`src/rtl/pc_unit_pkg.sv`:
```
// Shared fetch-stage definitions: boot/exception vectors, PC FSM states and
// the exception-bundle record the fetch stage contributes to.
package pc_unit_pkg;

  localparam int unsigned PC_W = 32;

  localparam logic [PC_W-1:0] RESET_VECTOR = 32'hBFC0_0000;
  localparam logic [PC_W-1:0] EXC_VECTOR   = 32'hBFC0_0380;

  typedef enum logic {
    PC_RUN  = 1'b0,
    PC_PEND = 1'b1
  } pc_state_t;

  // Fetch-stage slice of the pipeline exception bundle.
  typedef struct packed {
    logic            addr_err;
    logic [PC_W-1:0] bad_vaddr;
  } if_exc_t;

endpackage

```
`src/rtl/pc_unit_npc_sel.sv`:
```
// Next-PC priority mux: exception > eret > pending branch > ID branch > PC+4.
module npc_sel
  import pc_unit_pkg::*;
(
  input  logic            except_req,
  input  logic            eret_req,
  input  logic [PC_W-1:0] epc,
  input  logic            pend,
  input  logic [PC_W-1:0] pend_target,
  input  logic            branch_taken,
  input  logic [PC_W-1:0] branch_target,
  input  logic [PC_W-1:0] pc,
  output logic [PC_W-1:0] npc
);

  always_comb begin
    npc = pc + 32'd4;
    if (except_req)        npc = EXC_VECTOR;
    else if (eret_req)     npc = epc;
    else if (pend)         npc = pend_target;
    else if (branch_taken) npc = branch_target;
  end

endmodule

```
`src/rtl/pc_unit.sv`:
```
// Fetch program counter with a one-entry pending-branch FSM for stalled fetch.
// Build macro IF_ADDR_ERR_EN enables the misaligned fetch-address flag.
module pc_unit
  import pc_unit_pkg::*;
(
  input  logic            clk,
  input  logic            rst,
  input  logic            IF_PCWr,
  input  logic            ID_BranchTaken,
  input  logic [PC_W-1:0] ID_BranchTarget,
  input  logic            MEM_ExceptReq,
  input  logic            MEM_EretReq,
  input  logic [PC_W-1:0] CP0_EPC,
  output logic [PC_W-1:0] IF_PC,
  output logic [PC_W-1:0] IF_NPC,
  output logic            IF_WrongAddressinIF,
  output logic            IF_BranchPend
);

  pc_state_t       state, next_state;
  logic [PC_W-1:0] pend_target;
  logic            redirect;
  logic            capture;
  logic            pc_en;

  assign redirect = MEM_ExceptReq | MEM_EretReq;
  assign pc_en    = IF_PCWr | redirect;
  // A branch resolved while fetch is stalled must be remembered until fetch resumes.
  assign capture  = (state == PC_RUN) & ID_BranchTaken & ~IF_PCWr & ~redirect;

  npc_sel u_npc_sel (
    .except_req    (MEM_ExceptReq),
    .eret_req      (MEM_EretReq),
    .epc           (CP0_EPC),
    .pend          (state == PC_PEND),
    .pend_target   (pend_target),
    .branch_taken  (ID_BranchTaken),
    .branch_target (ID_BranchTarget),
    .pc            (IF_PC),
    .npc           (IF_NPC)
  );

  always_ff @(posedge clk) begin
    if (!rst) state <= PC_RUN;
    else      state <= next_state;
  end

  always_comb begin
    next_state = state;
    if (redirect) begin
      next_state = PC_RUN;
    end else begin
      case (state)
        PC_RUN:  if (ID_BranchTaken && !IF_PCWr) next_state = PC_PEND;
        PC_PEND: if (IF_PCWr)                    next_state = PC_RUN;
        default: next_state = PC_RUN;
      endcase
    end
  end

  always_comb begin
    IF_BranchPend = (state == PC_PEND);
  end

  always_ff @(posedge clk) begin
    if (!rst) begin
      IF_PC       <= RESET_VECTOR;
      pend_target <= '0;
    end else begin
      if (pc_en)         IF_PC       <= IF_NPC;
      if (redirect)      pend_target <= '0;
      else if (capture)  pend_target <= ID_BranchTarget;
    end
  end

`ifdef IF_ADDR_ERR_EN
  assign IF_WrongAddressinIF = |IF_PC[1:0];
`else
  assign IF_WrongAddressinIF = 1'b0;
`endif

endmodule
```
`config.mk`:
```
export PLATFORM = sky130hd
export DESIGN_NAME = pc_unit
export DESIGN_NICKNAME = d
export VERILOG_FILES = /design/src/rtl/pc_unit_pkg.sv /design/src/rtl/pc_unit_npc_sel.sv /design/src/rtl/pc_unit.sv
export SDC_FILE = /design/constraint.sdc
export NUM_CORES = 1
export LEC_CHECK = 0
export CORE_ASPECT_RATIO = 1.75
export CORE_MARGIN = 5
export CORE_UTILIZATION = 44
export DETAILED_ROUTE_END_ITERATION = 12
export HOLD_SLACK_MARGIN = 0.03
export PLACE_DENSITY = 0.86
export SYNTH_ARGS = -nofsm -noshare
export SYNTH_HDL_FRONTEND = slang
export SYNTH_SLANG_ARGS = --single-unit
```
`constraint.sdc`:
```
create_clock -name clk -period 2.5 [get_ports clk]
set_input_delay 0.75 -clock clk [delete_from_list [all_inputs] [get_ports clk]]
set_output_delay 0.75 -clock clk [all_outputs]
set_load 0.05 [all_outputs]
```
==> metrics.txt <==
worst rel slew slack=64.8%; min cycle time layout=2.98 ns; initial antenna violation count=0; Post-synth EDFFs=0; Root Buffer=clkbuf_16; unrepaired setup endpoints after global routing=true; Inserted Clock Buffers=9; CTS tree=done; slowest stage cell, crit path=dfxtp_4; Worst Hold Launch=pend_target[11]; async set-reset flop share out of synthesis=0%; hpwl dp=16600 microns; average via count per standard cell=6.53; Startpoint Class=flop; via count=7071; Antenna Cells=0; Die Width=between 80 and 90 microns; status=finished with violations; Crit. End Element=primary output; Fin. Hold Viols=0; RD Place Congestion=0.953; P_leak=3.85 nW; routed len/inst=26.0 microns; Skew-Pair Late Insertion Delay=0.33 ns; wire length of the first global-routing pass=37300 microns; # rows=50; # setup viols final=33; R2R cell count=10; cell count after synthesis=643; Synth area leader=dfxtp_1; FF-to-FF setup slack=0.26 ns; maximum vdd drop=0.643 mV; Final WS setup=-0.475 ns; Mapped Avg Cell Area=between 7 and 8 sq um; Syn Std Cell Area=0.00469 sq mm; area of the core=0.0106 sq mm; DIE AREA=0.0129 sq mm; CP max FO=5; Seq/Total Area, Yosys=27.7%; ys flop type=dfxtp_1; placed cells=1016; vias in the first global route=6897; Worst-path clk slew=0.06 ns; maximum clock rate=0.336 GHz; Starting Density=44.4%; worst setup path startpoint=IF_PC[4]; Netlist cell types=72; reg-to-reg endpoint=IF_PC[14]; most frequent cell after synthesis=nand2_1; I/O Buffers=about 130; fin cells=1083; post-synth top area share=27.7%; Synth area leaders=dfxtp_1 (28%), nand2_1 (8.4%), a21oi_1 (6.7%); Slew @ Worst Pin=0.526 ns; final max-slew violation count=0; Total Power=3.86 mW; Clock Skew=0.0108 ns; largest net degree at the start of global routing=52; Hold Path Class=reg -> reg; Hold Path Cell Cnt=2; Bufs and invs on worst path=2; Yosys Warn Count=0; Iter 0 DRT Violations=just under 900; IO Count=~140; list of most frequent post-synthesis cells=nand2_1 (105), dfxtp_1 (65), a21oi_1 (63), nor2_1 (44), o21ai_0 (38); crit-path most repeated cell=nand4_1; first-pass detailed-route iteration total=8; delay-heaviest family, CP=simple AND/OR/NAND/NOR gates; DRC Markers=0; H-tree Lvls=3; hold_ws=between 0.4 and 0.5 ns; crit path DAT=2.23 ns; Overall Global Routing Usage=37.3%; Antenna Nets Post-Route=0; FF+latch area=0.00137 sq mm; clk buf depth=2; kind of critical path=reg -> out; share of cells above drive strength 1=between 40% and 50%; Fillers=458; Worst Hold Path EP=pend_target[11]; PwrDens=slightly above 400 mW/mm^2; grt total ovfl=0; # clock sinks=65; reg2reg start=IF_PC[2]; syn_nets=714; failing checks=negative setup slack; Total Wirelength=28200 microns; Final #Nets=1019; Max stage delay on crit path=between 0.3 and 0.4 ns; max capacitance violation total=0; Die H=147 microns; Yosys reg bits=65; Final Cycle Share=119%; Area Growth Syn to Fin=100%; crit path cell chain=nand4_1 -> buf_6 -> nor2_4 -> nand4_1 -> xor2_2 -> a21oi_4 -> buf_12; footprint of the multi-input gates=0.00403 sq mm; worst path required time=1.75 ns
-- layout make-up --
| cell class | instances | area share, % |
|---|---|---|
| multi-input cells | 504 | 42.8 |
| repair buffers | 349 | 37.3 |
| flip-flops and latches | 65 | 14.5 |
| clock buffers | 13 | 2.78 |
| well taps | 130 | 1.73 |
| inverters | 19 | 0.758 |
| clock inverters | 3 | 0.160 |
-- flip-flops by register name, summed over array words and instances (netlist names) --
name,count
pend_target,32
IF_BranchPend,1
IF_PC,32
-- cell families (layout without fill, tap and decap cells) --
logic type,count (synthesis),in the layout,synth area share (%)
and+or+nand+nor,282,282,31.2
AOI/OAI and AO/OA,180,180,24.8
buffers and inverters,74,384,7.97
DFF,65,65,27.7
muxes,21,21,4.48
xor gates and xnor gates,19,19,3.54
adders and majority gates,1,1,0.266
other,1,1,0.0799
-- timing repair --
action	in CTS	in global routing
resized for setup	119	73
hold buffers	0	0
pin swaps	59	52
cloned	2	0
endpoints found under the setup margin	32	33
buffers inserted	34	21
-- cell usage in the layout (no fill, tap or decap), types with 14 or more instances in the layout --
cell type	instances
a21oi_1	41
buf_12	37
buf_4	177
buf_6	34
clkdlybuf4s50_1	78
dfxtp_1	40
inv_1	18
mux2i_1	20
nand2_1	97
nand3_1	15
nand4_1	14
nor2_1	34
o21ai_0	18
-- metal layers --
metal	wire (microns)	GRT usage, %
met1	9250	40.0
met2	13900	65.0
met3	2530	6.44
met4	2490	24.3
met5	0	0
-- where the power goes --
group          switching, mW  internal, mW
Combinational          0.851         0.674
Sequential            0.0422          1.07
Clock                  0.499         0.729
-- per-stage QoR --
stage | setup WS [ns] | instance area (sq um) | TNS, ns | util, %
floorplan | -0.317 | 5320 | -2.43 | -
global placement | -0.679 | 7940 | -21.32 | 75.1
detailed placement | -0.703 | 7940 | -22.78 | 75.1
CTS | -0.362 | 8990 | -8.09 | 85.0
global route | -0.496 | 9410 | -11.31 | 89.0
finish | -0.475 | 9410 | -10.35 | 89.0
-- worst reg2reg max path, delay by kind of cell, from the launching register on --
| kind | cells | cell delay [ns] |
|---|---|---|
| xor+xnor | 1 | 0.22 |
| buf+inv | 4 | 0.49 |
| simple gates | 2 | 0.36 |
| compound gates | 2 | 0.47 |
| flops | 1 | 0.38 |
| fa+ha+maj | 1 | 0.20 |
-- worst max path at each step --
stage,to,slack [ns],cells after the start
after CTS,IF_NPC[5],-0.36,9
final,IF_NPC[31],-0.48,7
after floorplan,IF_NPC[19],-0.32,7
after global routing,IF_NPC[31],-0.50,7
after detailed placement,IF_NPC[6],-0.70,8
after global placement,IF_NPC[28],-0.68,7
No activity file was read; power rests on OpenSTA's default activity.
